--- config.mk ---
export PLATFORM = sky130hd
export DESIGN_NAME = ins_prefetch
export DESIGN_NICKNAME = d
export VERILOG_FILES = /design/src/rtl/ins_prefetch.sv
export SDC_FILE = /design/constraint.sdc
export NUM_CORES = 1
export LEC_CHECK = 0
export ABC_CLOCK_PERIOD_IN_PS = 8600
export CORE_MARGIN = 3
export CORE_UTILIZATION = 55
export CTS_BUF_LIST = sky130_fd_sc_hd__clkbuf_4
export CTS_CLUSTER_SIZE = 25
export DETAILED_ROUTE_END_ITERATION = 8
export PLACE_DENSITY = 0.77
export SLEW_MARGIN = 20
export SYNTH_ARGS = -nofsm -noshare
export SYNTH_HDL_FRONTEND = slang
export SYNTH_SLANG_ARGS = --single-unit
--- constraint.sdc ---
create_clock -name clk -period 8.6 [get_ports clk]
set_clock_uncertainty 0.1 [all_clocks]
set_input_delay 2.15 -clock clk [delete_from_list [all_inputs] [get_ports clk]]
set_output_delay 2.15 -clock clk [all_outputs]
set_load 0.05 [all_outputs]
--- src/rtl/ins_prefetch.sv ---
// Sequential-PC instruction prefetcher: ROM req/gnt + in-order rvalid into a DEPTH-entry {pc,inst} FIFO.
// Head visible two cycles after request on a zero-wait ROM; requests stop when occupancy plus in-flight reaches DEPTH.
module ins_prefetch #(
  parameter logic [31:0] RESET_PC = 32'h0000_0000,
  parameter int          DEPTH    = 4,
  parameter logic [31:0] NOP      = 32'h0000_0013
) (
  input  logic        clk,
  input  logic        rst,
  input  logic        jump_en_i,
  input  logic [31:0] jump_addr_i,
  input  logic        hold_flag_i,
  output logic        rom_req_o,
  output logic [31:0] rom_addr_o,
  input  logic        rom_gnt_i,
  input  logic        rom_rvalid_i,
  input  logic [31:0] rom_rdata_i,
  output logic [31:0] pc_addr_o,
  output logic [31:0] inst_o,
  output logic        inst_valid_o
);
  localparam int PW = $clog2(DEPTH);
  localparam int CW = $clog2(DEPTH + 1);

  logic [31:0]   fetch_pc;
  logic [31:0]   fifo_pc   [DEPTH];
  logic [31:0]   fifo_inst [DEPTH];
  logic [31:0]   tag_pc    [DEPTH];
  logic [PW-1:0] rd_ptr, wr_ptr, tag_rd, tag_wr;
  logic [CW-1:0] occ, out, disc;
  logic [CW:0]   used;
  logic          gnt, push, pop;

  // Credits come back only at the edge after a pop, never combinationally.
  assign used      = {1'b0, occ} + {1'b0, out};
  assign rom_req_o = ~rst & (used < (CW+1)'(DEPTH));
  assign rom_addr_o = fetch_pc;
  assign gnt  = rom_req_o & rom_gnt_i;
  assign push = rom_rvalid_i & ~jump_en_i & (disc == '0);
  assign pop  = (occ != '0) & ~hold_flag_i & ~jump_en_i;

  assign inst_valid_o = (occ != '0);
  assign pc_addr_o    = inst_valid_o ? fifo_pc[rd_ptr]   : 32'd0;
  assign inst_o       = inst_valid_o ? fifo_inst[rd_ptr] : NOP;

  always_ff @(posedge clk or posedge rst) begin
    if (rst) begin
      fetch_pc <= RESET_PC;
      occ      <= '0;
      out      <= '0;
      disc     <= '0;
      rd_ptr   <= '0;
      wr_ptr   <= '0;
      tag_rd   <= '0;
      tag_wr   <= '0;
    end else begin
      // The tag queue follows every ROM transaction, stale or not, so it is never flushed.
      if (gnt)          tag_wr <= tag_wr + PW'(1);
      if (rom_rvalid_i) tag_rd <= tag_rd + PW'(1);
      out <= out + CW'(gnt) - CW'(rom_rvalid_i);
      if (jump_en_i) begin
        fetch_pc <= jump_addr_i;
        occ      <= '0;
        rd_ptr   <= '0;
        wr_ptr   <= '0;
        // out already includes earlier stale requests, so everything still in flight is stale.
        disc     <= out + CW'(gnt) - CW'(rom_rvalid_i);
      end else begin
        if (gnt)                           fetch_pc <= fetch_pc + 32'd4;
        if (rom_rvalid_i && disc != '0)    disc <= disc - CW'(1);
        if (push)                          wr_ptr <= wr_ptr + PW'(1);
        if (pop)                           rd_ptr <= rd_ptr + PW'(1);
        occ <= occ + CW'(push) - CW'(pop);
      end
    end
  end

  always_ff @(posedge clk) begin
    if (gnt) tag_pc[tag_wr] <= fetch_pc;
    if (push) begin
      fifo_pc[wr_ptr]   <= tag_pc[tag_rd];
      fifo_inst[wr_ptr] <= rom_rdata_i;
    end
  end
endmodule

After elaboration in Yosys (flattened, before gate mapping). Memories as Yosys holds them, arrays and structs flattened. Cells that the tools add are included.

Bits in registers: 49. Latch bits: 0. RAM bits: 384. ROM bits: 0. Input port bits: 70. Output and inout bits: 98. Logic and storage cells: 55. Memories: 3.

Memories: fifo_inst (words 4, bits a word 32, rd ports 1, clocked after Yosys merged registers in 0, wr ports 1, RTL line 27) `logic [31:0] fifo_inst [DEPTH];`; fifo_pc (words 4, bits a word 32, rd ports 1, clocked after Yosys merged registers in 0, wr ports 1, RTL line 26) `logic [31:0] fifo_pc [DEPTH];`; tag_pc (words 4, bits a word 32, rd ports 1, clocked after Yosys merged registers in 0, wr ports 1, RTL line 28) `logic [31:0] tag_pc [DEPTH];`.

Add/subtract/negate cells: 11. Multiply operators: 0. Divide/modulo/power cells: 0. Order comparisons: 1. Equal/unequal tests: 0. Shift-type cells: 0. Multiplexer cells: 15. Bitwise operators: 9. Reductions and logical operators: 8.

Operators by type and width (count): 32-bit 2-to-1 mux (4); 32-bit by 3-bit adder with 32-bit output, second input constant (1); 3-bit 2-to-1 mux (3); 2-bit by 1-bit adder with 2-bit output, second input constant (4); 2-bit 2-to-1 mux (4); 2-bit nonzero test (4); 3-bit by 1-bit adder with 3-bit output (2); 1-bit bitwise AND (6); 3-bit nonzero test (2); 3-bit by 1-bit subtractor with 3-bit output (2); 3-bit by 3-bit adder with 4-bit output (1); 4-bit by 3-bit less-than comparator with 1-bit output, second input constant (1); 1-bit 2-to-1 mux (4); 3-bit logical NOT (1); 1-bit NOT (3); 3-bit by 1-bit subtractor with 3-bit output, second input constant (1); 1-bit logical AND (1).

Logic depth before layout (Yosys ltp).
Word-level depth: 7. Mapped depth: 13. Gate-level depth less buffers: 12.

Worst setup path before layout. OpenSTA, ideal clock, no wires.

Kind: in2out. Start point: in rst. End point: out rom_req_o. Arrival time: 3.028 ns. Required time: 6.350 ns. Slack: 3.322 ns. Stages: 2. Buffers on the path: 0. Cells stage by stage: nor4_4 and2_1.

Cells in the longest elaborated chain, start to end: 2.

RTL lines: from (decl) (RTL line 9) `input logic rst,`; 1-bit NOT (RTL line 36) `assign rom_req_o = ~rst & (used < (CW+1)'(DEPTH));`; 1-bit bitwise AND (RTL line 36); to (decl) (RTL line 13) `output logic rom_req_o,`.

Every way passes these cells.

Final worst setup path. Same ends and word-level chain as after synthesis.

==> results_dict.tcl <==
set metrics [dict create \
    min-delay-start "out[0]$_DFF_PP0_" \
    r2r_end "disc[2]$_DFFE_PP0P_" \
    clockBufferDepth 3 \
    die_area_um2 33700 \
    ff2ff_path_depth 12 \
    hold_violations 0 \
    max_stage_delay_ns 0.80 \
    dp_cells 1444 \
    nFillCells 2040 \
    fin_area_um2 20700 \
    irDropWorstVdd_mv 0.148 \
    worst_path_max_delay_cell "clkdlybuf4s50_1" \
    synthTopCellsByCount "edfxtp_1 (384), mux4_2 (96), and2_1 (70)" \
    setup_viol 0 \
    path_cells "clkdlybuf4s50_1 > nor4_4 > and2_1 > clkdlybuf4s50_1" \
    p_leak_nw 6.90 \
    max_freq_mhz 158 \
    synth_edf_count 384 \
    fin_nets 1245 \
    synth_area_um2 17300 \
    hpwl_um 20200 \
    hold_depth 1 \
    required_ns 6.35 \
    post_cts_buffers 0 \
    area_delta_synth_final_pct 19.7 \
    placedInstanceArea_um2 19400 \
    finalSetupTns_ns 0 \
    synth.avg_cell_area_um2 19.0 \
    finalCritPeriodShare 0.737 \
    ant_nets 0 \
    min_to "out[0]$_DFF_PP0_" \
    period_minus_slack_ns 6.34 \
    first_pass_iters 6 \
    num_rows 64 \
    synth_cell_types 53 \
    grt_pass1_vias 10100 \
    slew_headroom 0.310 \
    ctsResizeCount 0 \
    worstSetupEndpointType "output port" \
    run_status "finished, final reports clean" \
    worstPathArrival_ns 4.09 \
    port-buffer-count 167 \
    cts_made_buffers 106 \
    layout-drive-gt1-share 0.240 \
    power_density_nw_per_um2 298 \
    ios 168 \
    start_util 0.562 \
    cts_tree "yes" \
    async_flop_share 0.113 \
    h-tree-depth 3 \
    fp.dieH_um 183 \
    yosysMostFrequentCell "edfxtp_1" \
    worstPathMaxFanout 9 \
    r2r-start "occ[2]$_DFF_PP0_" \
    drc 0 \
    crit_path_frequent_cell "clkdlybuf4s50_1" \
    first_iter_violations 590 \
    die_x_um 183 \
    netlist_top_cells_area "edfxtp_1 (67%), mux4_2 (12%), dfrtp_1 (7.1%)" \
    finalHoldWorstSlack_ns 0.438 \
    syn_inst 914 \
    postCtsHoldBufs 0 \
    yosysWarnings 0 \
    wl_per_cell_um 20.9 \
    cts.sinks 433 \
    finalWirelength_um 34100 \
    clock_latency_ns 0.73 \
    grt_pass1_wl_um 54400 \
    hold_class "register to register" \
    grt_overflow 0 \
    rsz0062_at_grt "no" \
    clkSlewWorstSetupHoldPaths_ns 0.06 \
    critPathLaunchType "input port" \
    fin_cells 1630 \
    gp_congestion 0.800 \
    cts-root-buf "clkbuf_4" \
    r2r_slack_ns 5.32 \
    path_class "input port to output port" \
    drv_cap 0 \
    synth.top_cell.area_share 0.666 \
    tightest_slew_ns 1.04 \
    antenna_found_initial 1 \
    vias 9533 \
    synth-seq-cells 433 \
    coreArea_um2 30800 \
    synth_fp_nets 1003 \
    viasPerCell 5.85 \
    synth_top_cell_by_area "edfxtp_1" \
    synthFlopType "edfxtp_1" \
    grt_max_degree 70 \
    grt_usage 0.209 \
    slew_viol_final 0 \
    seq_area_frac_synth 0.736 \
]
[report_power, final]
| group | switching [mW] | internal (mW) |
|---|---|---|
| Sequential | 0.158 | 2.55 |
| Clock | 0.762 | 0.836 |
| Combinational | 1.13 | 0.751 |
[layer usage]
metal / global-route usage / up-vias / part of all wire / routed length (um)
met4: 0.0628 / 0 / 0.015 / 510
li1: - / 4237 / - / -
met3: 0.0467 / 49 / 0.076 / 2600
met2: 0.342 / 416 / 0.49 / 16700
met5: 0 / - / 0 / 0
met1: 0.286 / 4831 / 0.42 / 14300
[worst max path at each step]
stage | from | end | cells past startpoint
2_1_floorplan | rst | rom_req_o | 2
3_3_place_gp | rst | rom_req_o | 4
3_5_place_dp | rst | rom_req_o | 4
4_1_cts | rst | rom_req_o | 4
5_1_grt | rst | rom_req_o | 4
6_report | rst | rom_req_o | 4
[cell type report]
cell class / count / area [um2] / area share
clock inverters: 34 / 175 / 0.00845
repair buffers: 182 / 1780 / 0.0858
multi-input cells: 412 / 4310 / 0.208
inverters: 21 / 78.8 / 0.00380
flip-flops and latches: 433 / 12800 / 0.616
well taps: 396 / 495 / 0.0239
clock buffers: 151 / 1130 / 0.0547
diodes: 1 / 2.50 / 0.000121
[logic make-up (layout without fill, tap and decap cells)]
kind of cell	count (synthesis)	in the layout	synth area share
compound gates	63	63	0.0249
xor+xnor	15	15	0.00758
fa+ha+maj	19	19	0.0146
buf+inv	69	388	0.0157
flops	433	433	0.736
mux	101	101	0.128
other cells	0	1	0
simple gates	214	214	0.0731
[metrics by stage]
step	worst slack [ns]	power, mW	utilization
6_report	2.26	6.19	0.673
5_1_grt	2.14	6.51	0.673
4_1_cts	2.26	6.27	0.673
3_5_place_dp	2.28	4.67	0.630
3_3_place_gp	2.27	4.62	0.630
2_1_floorplan	3.32	4.05	-
[flip-flops by register name, summed over array words and instances (netlist names)]
| register | flops |
|---|---|
| fifo_inst | 128 |
| fifo_pc | 128 |
| tag_pc | 128 |
| rom_addr_o | 32 |
| disc | 3 |
| occ | 3 |
| out | 3 |
| rd_ptr | 2 |
| tag_rd | 2 |
| tag_wr | 2 |
| wr_ptr | 2 |
[layout by cell type (no fill, tap or decap), types with 15 or more instances in the layout]
master             n
nand4_1           18
inv_1             20
o21ai_0           17
clkdlybuf4s50_1  166
mux4_2            96
clkbuf_4         151
edfxtp_1         384
nand2_1           28
buf_4             15
ha_1              17
and2_1            66
dfrtp_1           46
nand3_1           21
nor2_1            18
clkinv_1          25
[critical path, delay by kind of cell]
family	cells	cell delay (ns)
buffers and inverters	2	1.27
AND/OR/NAND/NOR	2	0.67
Note: power is estimated with default switching activity, not from simulation.
